**config.mk**
```make
export PLATFORM = sky130hd
export DESIGN_NAME = spi_daisy_slave
export DESIGN_NICKNAME = d
export VERILOG_FILES = /design/src/rtl/spi_pkg.sv /design/src/rtl/spi_in_sync.sv /design/src/rtl/spi_daisy_slave.sv
export SDC_FILE = /design/constraint.sdc
export NUM_CORES = 1
export LEC_CHECK = 0
export ABC_CLOCK_PERIOD_IN_PS = 2200
export BUFFER_PORTS_ARGS = -buffer_cell sky130_fd_sc_hd__buf_2
export CORE_ASPECT_RATIO = 0.75
export CORE_MARGIN = 4
export CORE_UTILIZATION = 45
export DETAILED_ROUTE_END_ITERATION = 6
export PLACE_DENSITY = 0.68
export SLEW_MARGIN = 20
export SYNTH_ARGS = -nofsm -noshare
export SYNTH_HDL_FRONTEND = slang
export SYNTH_HIERARCHICAL = 1
export SYNTH_SLANG_ARGS = --single-unit
export TNS_END_PERCENT = 20
```
**constraint.sdc**
```tcl
create_clock -name clk -period 2.2 [get_ports clk]
set_input_delay 0 -clock clk [delete_from_list [all_inputs] [get_ports clk]]
set_output_delay 0 -clock clk [all_outputs]
set_load 0.02 [all_outputs]
```
**src/rtl/spi_pkg.sv**
```systemverilog
// spi_pkg: state encoding and synchroniser idle levels for the SPI daisy-chain slave.
// Rev 1.0
`default_nettype none
package spi_pkg;
    typedef enum logic [1:0] {
        IDLE  = 2'd0,
        SHIFT = 2'd1,
        LATCH = 2'd2
    } spi_slv_state_t;

    localparam int SPI_DATA_W = 8;

    // Synchroniser bus bit positions, packed as {sclk, cs, mosi}
    localparam int SPI_SCLK_IDX = 2;
    localparam int SPI_CS_IDX   = 1;
    localparam int SPI_MOSI_IDX = 0;
    localparam logic [2:0] SPI_SYNC_IDLE = 3'b010;
endpackage
`default_nettype wire

```
**src/rtl/spi_in_sync.sv**
```systemverilog
// spi_in_sync: multi-flop synchroniser for sclk/cs/mosi with one-clk edge strobes.
// Rev 1.0
`default_nettype none
module spi_in_sync
    import spi_pkg::*;
#(
    parameter int SYNC_STAGES = 2
) (
    input  logic clk,
    input  logic rst,
    input  logic sclk_i,
    input  logic cs_i,
    input  logic mosi_i,
    output logic cs_lvl_o,
    output logic mosi_lvl_o,
    output logic sclk_fall_o,
    output logic cs_fall_o,
    output logic cs_rise_o
);
    logic [2:0] sync_q [SYNC_STAGES];
    logic [1:0] prev_q;
    logic [2:0] cur;

    assign cur = sync_q[SYNC_STAGES-1];

    always_ff @(posedge clk or negedge rst) begin
        if (!rst) begin
            for (int i = 0; i < SYNC_STAGES; i++) begin
                sync_q[i] <= SPI_SYNC_IDLE;
            end
            prev_q <= {SPI_SYNC_IDLE[SPI_SCLK_IDX], SPI_SYNC_IDLE[SPI_CS_IDX]};
        end else begin
            sync_q[0] <= {sclk_i, cs_i, mosi_i};
            for (int i = 1; i < SYNC_STAGES; i++) begin
                sync_q[i] <= sync_q[i-1];
            end
            prev_q <= {cur[SPI_SCLK_IDX], cur[SPI_CS_IDX]};
        end
    end

    assign cs_lvl_o    = cur[SPI_CS_IDX];
    assign mosi_lvl_o  = cur[SPI_MOSI_IDX];
    assign sclk_fall_o = prev_q[1] & ~cur[SPI_SCLK_IDX];
    assign cs_fall_o   = prev_q[0] & ~cur[SPI_CS_IDX];
    assign cs_rise_o   = ~prev_q[0] & cur[SPI_CS_IDX];
endmodule
`default_nettype wire

```
**src/rtl/spi_daisy_slave.sv**
```systemverilog
// spi_daisy_slave: oversampled SPI daisy-chain receive node; SPI_DAISY_PARITY_EN adds an odd-parity bit per frame.
// Rev 1.0
`default_nettype none
module spi_daisy_slave
    import spi_pkg::*;
#(
    parameter int DATA_W      = SPI_DATA_W,
    parameter int SYNC_STAGES = 2
) (
    input  logic              clk,
    input  logic              rst,
    input  logic              sclk_in,
    input  logic              cs_in,
    input  logic              mosi_in,
    input  logic [DATA_W-1:0] tx_data,
    output logic              dout,
    output logic [DATA_W-1:0] rx_data,
    output logic              rx_valid,
    output logic              frame_err,
    output logic              busy
);
`ifdef SPI_DAISY_PARITY_EN
    localparam int FRAME_W = DATA_W + 1;
`else
    localparam int FRAME_W = DATA_W;
`endif
    localparam int              CNT_W    = $clog2(FRAME_W + 1);
    localparam logic [CNT_W-1:0] CNT_FULL = CNT_W'(FRAME_W);

    logic cs_lvl, mosi_s, sclk_fall, cs_fall, cs_rise;

    spi_in_sync #(
        .SYNC_STAGES (SYNC_STAGES)
    ) u_sync (
        .clk         (clk),
        .rst         (rst),
        .sclk_i      (sclk_in),
        .cs_i        (cs_in),
        .mosi_i      (mosi_in),
        .cs_lvl_o    (cs_lvl),
        .mosi_lvl_o  (mosi_s),
        .sclk_fall_o (sclk_fall),
        .cs_fall_o   (cs_fall),
        .cs_rise_o   (cs_rise)
    );

    spi_slv_state_t     state_q;
    logic [FRAME_W-1:0] sr_q, sr_d, load_w;
    logic [CNT_W-1:0]   cnt_q, cnt_d;
    logic [DATA_W-1:0]  rx_data_q;
    logic               rx_valid_q, frame_err_q, busy_q, pend_q;
    logic               frame_ok;

`ifdef SPI_DAISY_PARITY_EN
    assign load_w   = {tx_data, ~^tx_data};
    assign frame_ok = (cnt_d == CNT_FULL) && (^sr_d);
`else
    assign load_w   = tx_data;
    assign frame_ok = (cnt_d == CNT_FULL);
`endif

    // Shift happens before the cs_rise evaluation when both land in one clk
    always_comb begin
        sr_d  = sr_q;
        cnt_d = cnt_q;
        if (sclk_fall) begin
            sr_d = {sr_q[FRAME_W-2:0], mosi_s};
            if (cnt_q != CNT_FULL) begin
                cnt_d = cnt_q + 1'b1;
            end
        end
    end

    always_ff @(posedge clk or negedge rst) begin
        if (!rst) begin
            state_q     <= IDLE;
            sr_q        <= '0;
            cnt_q       <= '0;
            rx_data_q   <= '0;
            rx_valid_q  <= 1'b0;
            frame_err_q <= 1'b0;
            busy_q      <= 1'b0;
            pend_q      <= 1'b0;
        end else begin
            rx_valid_q  <= 1'b0;
            frame_err_q <= 1'b0;
            case (state_q)
                IDLE: begin
                    if (cs_fall || pend_q) begin
                        state_q <= SHIFT;
                        sr_q    <= load_w;
                        cnt_q   <= '0;
                        busy_q  <= 1'b1;
                        pend_q  <= 1'b0;
                    end
                end
                SHIFT: begin
                    sr_q  <= sr_d;
                    cnt_q <= cnt_d;
                    if (cs_rise) begin
                        state_q <= LATCH;
                        if (frame_ok) begin
                            rx_data_q  <= sr_d[FRAME_W-1 -: DATA_W];
                            rx_valid_q <= 1'b1;
                        end else begin
                            frame_err_q <= 1'b1;
                        end
                    end
                end
                LATCH: begin
                    state_q <= IDLE;
                    busy_q  <= 1'b0;
                    // cs already low again means the next frame started during LATCH
                    pend_q  <= ~cs_lvl;
                end
                default: begin
                    state_q <= IDLE;
                    busy_q  <= 1'b0;
                end
            endcase
        end
    end

    assign dout      = sr_q[FRAME_W-1];
    assign rx_data   = rx_data_q;
    assign rx_valid  = rx_valid_q;
    assign frame_err = frame_err_q;
    assign busy      = busy_q;
endmodule
`default_nettype wire
```
==> flow_metrics.tcl <==
set metrics [dict create \
    post_synth_instance_area_um2 1450 \
    clkPwrFrac 0.352 \
    internal_power_mw 1.40 \
    insertedDiodeCount 0 \
    remaining_drc_errors 0 \
    run_status "finished, final reports clean" \
    grt.overflow.total 0 \
    power_mw 2.00 \
    die_area_um2 4210 \
    chipWidth_um 73.6 \
    path_class "flip-flop to flip-flop" \
    final_common_cell "sky130_fd_sc_hd__dfrtp_1" \
    critical_path.startpoint_type "flip-flop" \
    die-height_um 57.2 \
    seq_power_share 0.413 \
    antenna_violations_before_repair 0 \
    crit_path_max_fanout 6 \
    grt_pass1_vias 1153 \
    kind_of_path_behind_the_tightest_hold_check "input port to async pin" \
    cts_root_buf "sky130_fd_sc_hd__clkbuf_8" \
    core_region_area_um2 3020 \
    cp_data_arrival_time_ps 2290 \
    clock_latency_ps 280 \
    end_kind "flip-flop" \
    postSynthRegisterBits 34 \
    pwr-share-comb 0.235 \
    seqCellArea_um2 857 \
    finalCritPeriodShare 0.964 \
    synth_cell_type_count 28 \
    finalSetupViolCount 0 \
    final.fill_count 227 \
    share_of_final_layout_standard_cells_stronger_than_drive_strength_1 0.311 \
    dpl_cell_area_um2 1640 \
    period_needed_ps 2120 \
    critical_path_required_ps 2370 \
    pwr_density_cell_nw_per_um2 1030 \
    achievable-frequency_mhz 472 \
    route.detailed.wl_per_inst_um 15.0 \
    synth-main-ff-cell "sky130_fd_sc_hd__dfrtp_1" \
    synth_top_family_by_area "compound AO/OA/AOI/OAI gates" \
    numClockSinks 34 \
    num_io_pins 25 \
    multiInputGateArea_um2 539 \
    reg2regPathDepth 7 \
    global_route.usage.total 0.172 \
    synth-simple-area-share 0.101 \
    synthesis.nets 150 \
    fin_area_um2 1930 \
    cts-htree-levels 2 \
    drt_iter0_markers 91 \
    postSynthAreaPerCell_um2 10.8 \
    area_delta_synth_final_pct 33.0 \
    rsz_0062_raised_after_global_routing "no" \
    largest_net_degree_at_the_start_of_global_routing 35 \
    routed_wirelength_um 3320 \
    grt_first_pass_wirelength_um 5550 \
    drv_slew 0 \
    clock_skew_ps 6.99 \
    start_util 0.481 \
    synth_fa_ha_area_frac 0.0172 \
    cts_tree "yes" \
    tightest_slew_ps 733 \
    timing.slew.headroom 0.512 \
    postRouteAntennaNets 0 \
    cts-root-to-sink-buffers 2 \
    yosys.area_share.xor_xnor 0 \
    std_cell_rows 17 \
    synth_mux_area_frac 0.0620 \
    synth-seq-area-share 0.588 \
    post_synth_inst_count 135 \
    synth_compound_gate_area_share 0.188 \
    route.vias.total 1174 \
    postSynth.asyncResetShare 1.00 \
    clkTransAtPathRegs_ps 70 \
    worst_supply_voltage_drop_on_vdd_mv 0.588 \
    detail_route.vias_per_cell 5.31 \
    static-leakage-power_nw 0.925 \
    cts_made_buffers 5 \
    commonest_cells_after_routing_fill_and_taps_aside "sky130_fd_sc_hd__dfrtp_1 (29), sky130_fd_sc_hd__buf_2 (24), sky130_fd_sc_hd__o21ai_0 (23), sky130_fd_sc_hd__inv_1 (14), sky130_fd_sc_hd__nand2_1 (14)" \
    detail_route.first_pass.iterations 4 \
    ys.warnings.count 6 \
    sw_frac_of_total 0.298 \
    placement.io_buffers 24 \
    hpwlAfterDp_um 2150 \
    final_nets 197 \
    finalHoldViolCount 0 \
    netSwitchingPower_mw 0.594 \
    last_weighted_congestion_value_of_the_routability_driven_placer 0.876 \
    drv.max_cap_violation_count 0 \
    synth_enable_flop_cells 0 \
]
-- final timing paths --
| path | from | endpoint | slack, ps |
|---|---|---|---|
| setup / recovery | cnt_q[0] | rx_data[3] | 80 |
| hold / removal | rst | state_q[1] | 320 |
| setup reg to reg | cnt_q[0] | rx_data[3] | 80 |
| hold reg to reg | u_sync/sync_q[5] | u_sync/cur[2] | 350 |
| max in group asynchronous | rst | cnt_q[1] | 1380 |
| min in group clk | u_sync/sync_q[5] | u_sync/cur[2] | 350 |
-- metal layers --
layer  part of all wire  global-route usage  vias to the layer above
met5                  0                   0                        -
met4             0.0093              0.0775                        0
met3              0.067              0.0493                        4
met2               0.51               0.277                       49
met1               0.41               0.214                      558
li1                   -                   -                      563
-- worst max-delay path, cell delays in order (launching register included) --
cell	delay, ps
sky130_fd_sc_hd__dfrtp_2	440
sky130_fd_sc_hd__ha_1	280
sky130_fd_sc_hd__a211oi_2	260
sky130_fd_sc_hd__a21o_2	130
sky130_fd_sc_hd__a31oi_1	140
sky130_fd_sc_hd__nor3_4	220
sky130_fd_sc_hd__buf_4	190
sky130_fd_sc_hd__mux2_2	350
-- flip-flops by register name, summed over array words and instances, names as in the netlist --
register       cells
busy               1
cnt_q              4
frame_err          1
pend_q             1
rx_data            8
rx_valid           1
sr_q               8
state_q            2
u_sync/cur         3
u_sync/prev_q      2
u_sync/sync_q      3
-- cell usage after synthesis (all sizes together) (2+ instances only) --
master,number,share of area
a211oi,2,0.010
a21o,2,0.011
a21oi,3,0.010
a22oi,8,0.041
a31oi,2,0.0086
and2b,2,0.011
clkbuf,3,0.0078
dfrtp,31,0.53
dfstp,3,0.054
ha,2,0.017
inv,14,0.036
mux2,8,0.062
nand2,14,0.036
nand3,2,0.010
nor2,6,0.016
nor2b,2,0.0086
nor3,2,0.015
o21ai,23,0.079
-- kinds of logic after synthesis --
group                    after synthesis
AO/OA/AOI/OAI                         45
adder cells (fa/ha/maj)                2
buffers and inverters                 17
flip-flops                            34
multiplexers                           8
AND/OR/NAND/NOR                       29
-- power groups by stage --
stage | Combinational, mW | Sequential [mW] | Clock (mW)
detailed placement | 0.432 | 0.831 | 0
floorplan | 0.257 | 0.834 | 0
CTS | 0.455 | 0.822 | 0.712
finish | 0.469 | 0.824 | 0.704
global route | 0.520 | 0.837 | 0.751
global placement | 0.421 | 0.824 | 0
-- final cells by class --
class                   instances  share of cell area
flip-flops and latches         34               0.444
inverters                      14              0.0272
clock buffers                   6              0.0427
multi-input cells              84               0.279
repair buffers                 43               0.152
clock inverters                 2              0.0311
well taps                      38              0.0246
-- timing repair --
action	CTS	global route
gates resized for setup	1	2
hold endpoints to repair	42	0
buffers inserted	2	1
pin swaps	1	0
endpoints found under the setup margin	8	8
cloned	0	0
hold buffers	12	0
-- through the flow --
step / cells / setup WS, ps / utilization / hold slack, ps / setup TNS, ps
after global routing: 221 / 14.6 / 0.640 / 365 / 0
after detailed placement: 198 / -98.8 / 0.543 / 102 / -648
after CTS: 220 / 9.43 / 0.635 / 344 / 0
final: 221 / 79.7 / 0.640 / 316 / 0
after floorplan: 135 / 266 / - / -296 / 0
after global placement: 198 / 139 / 0.543 / 98.6 / 0
Power figures use the tool's default switching activity.
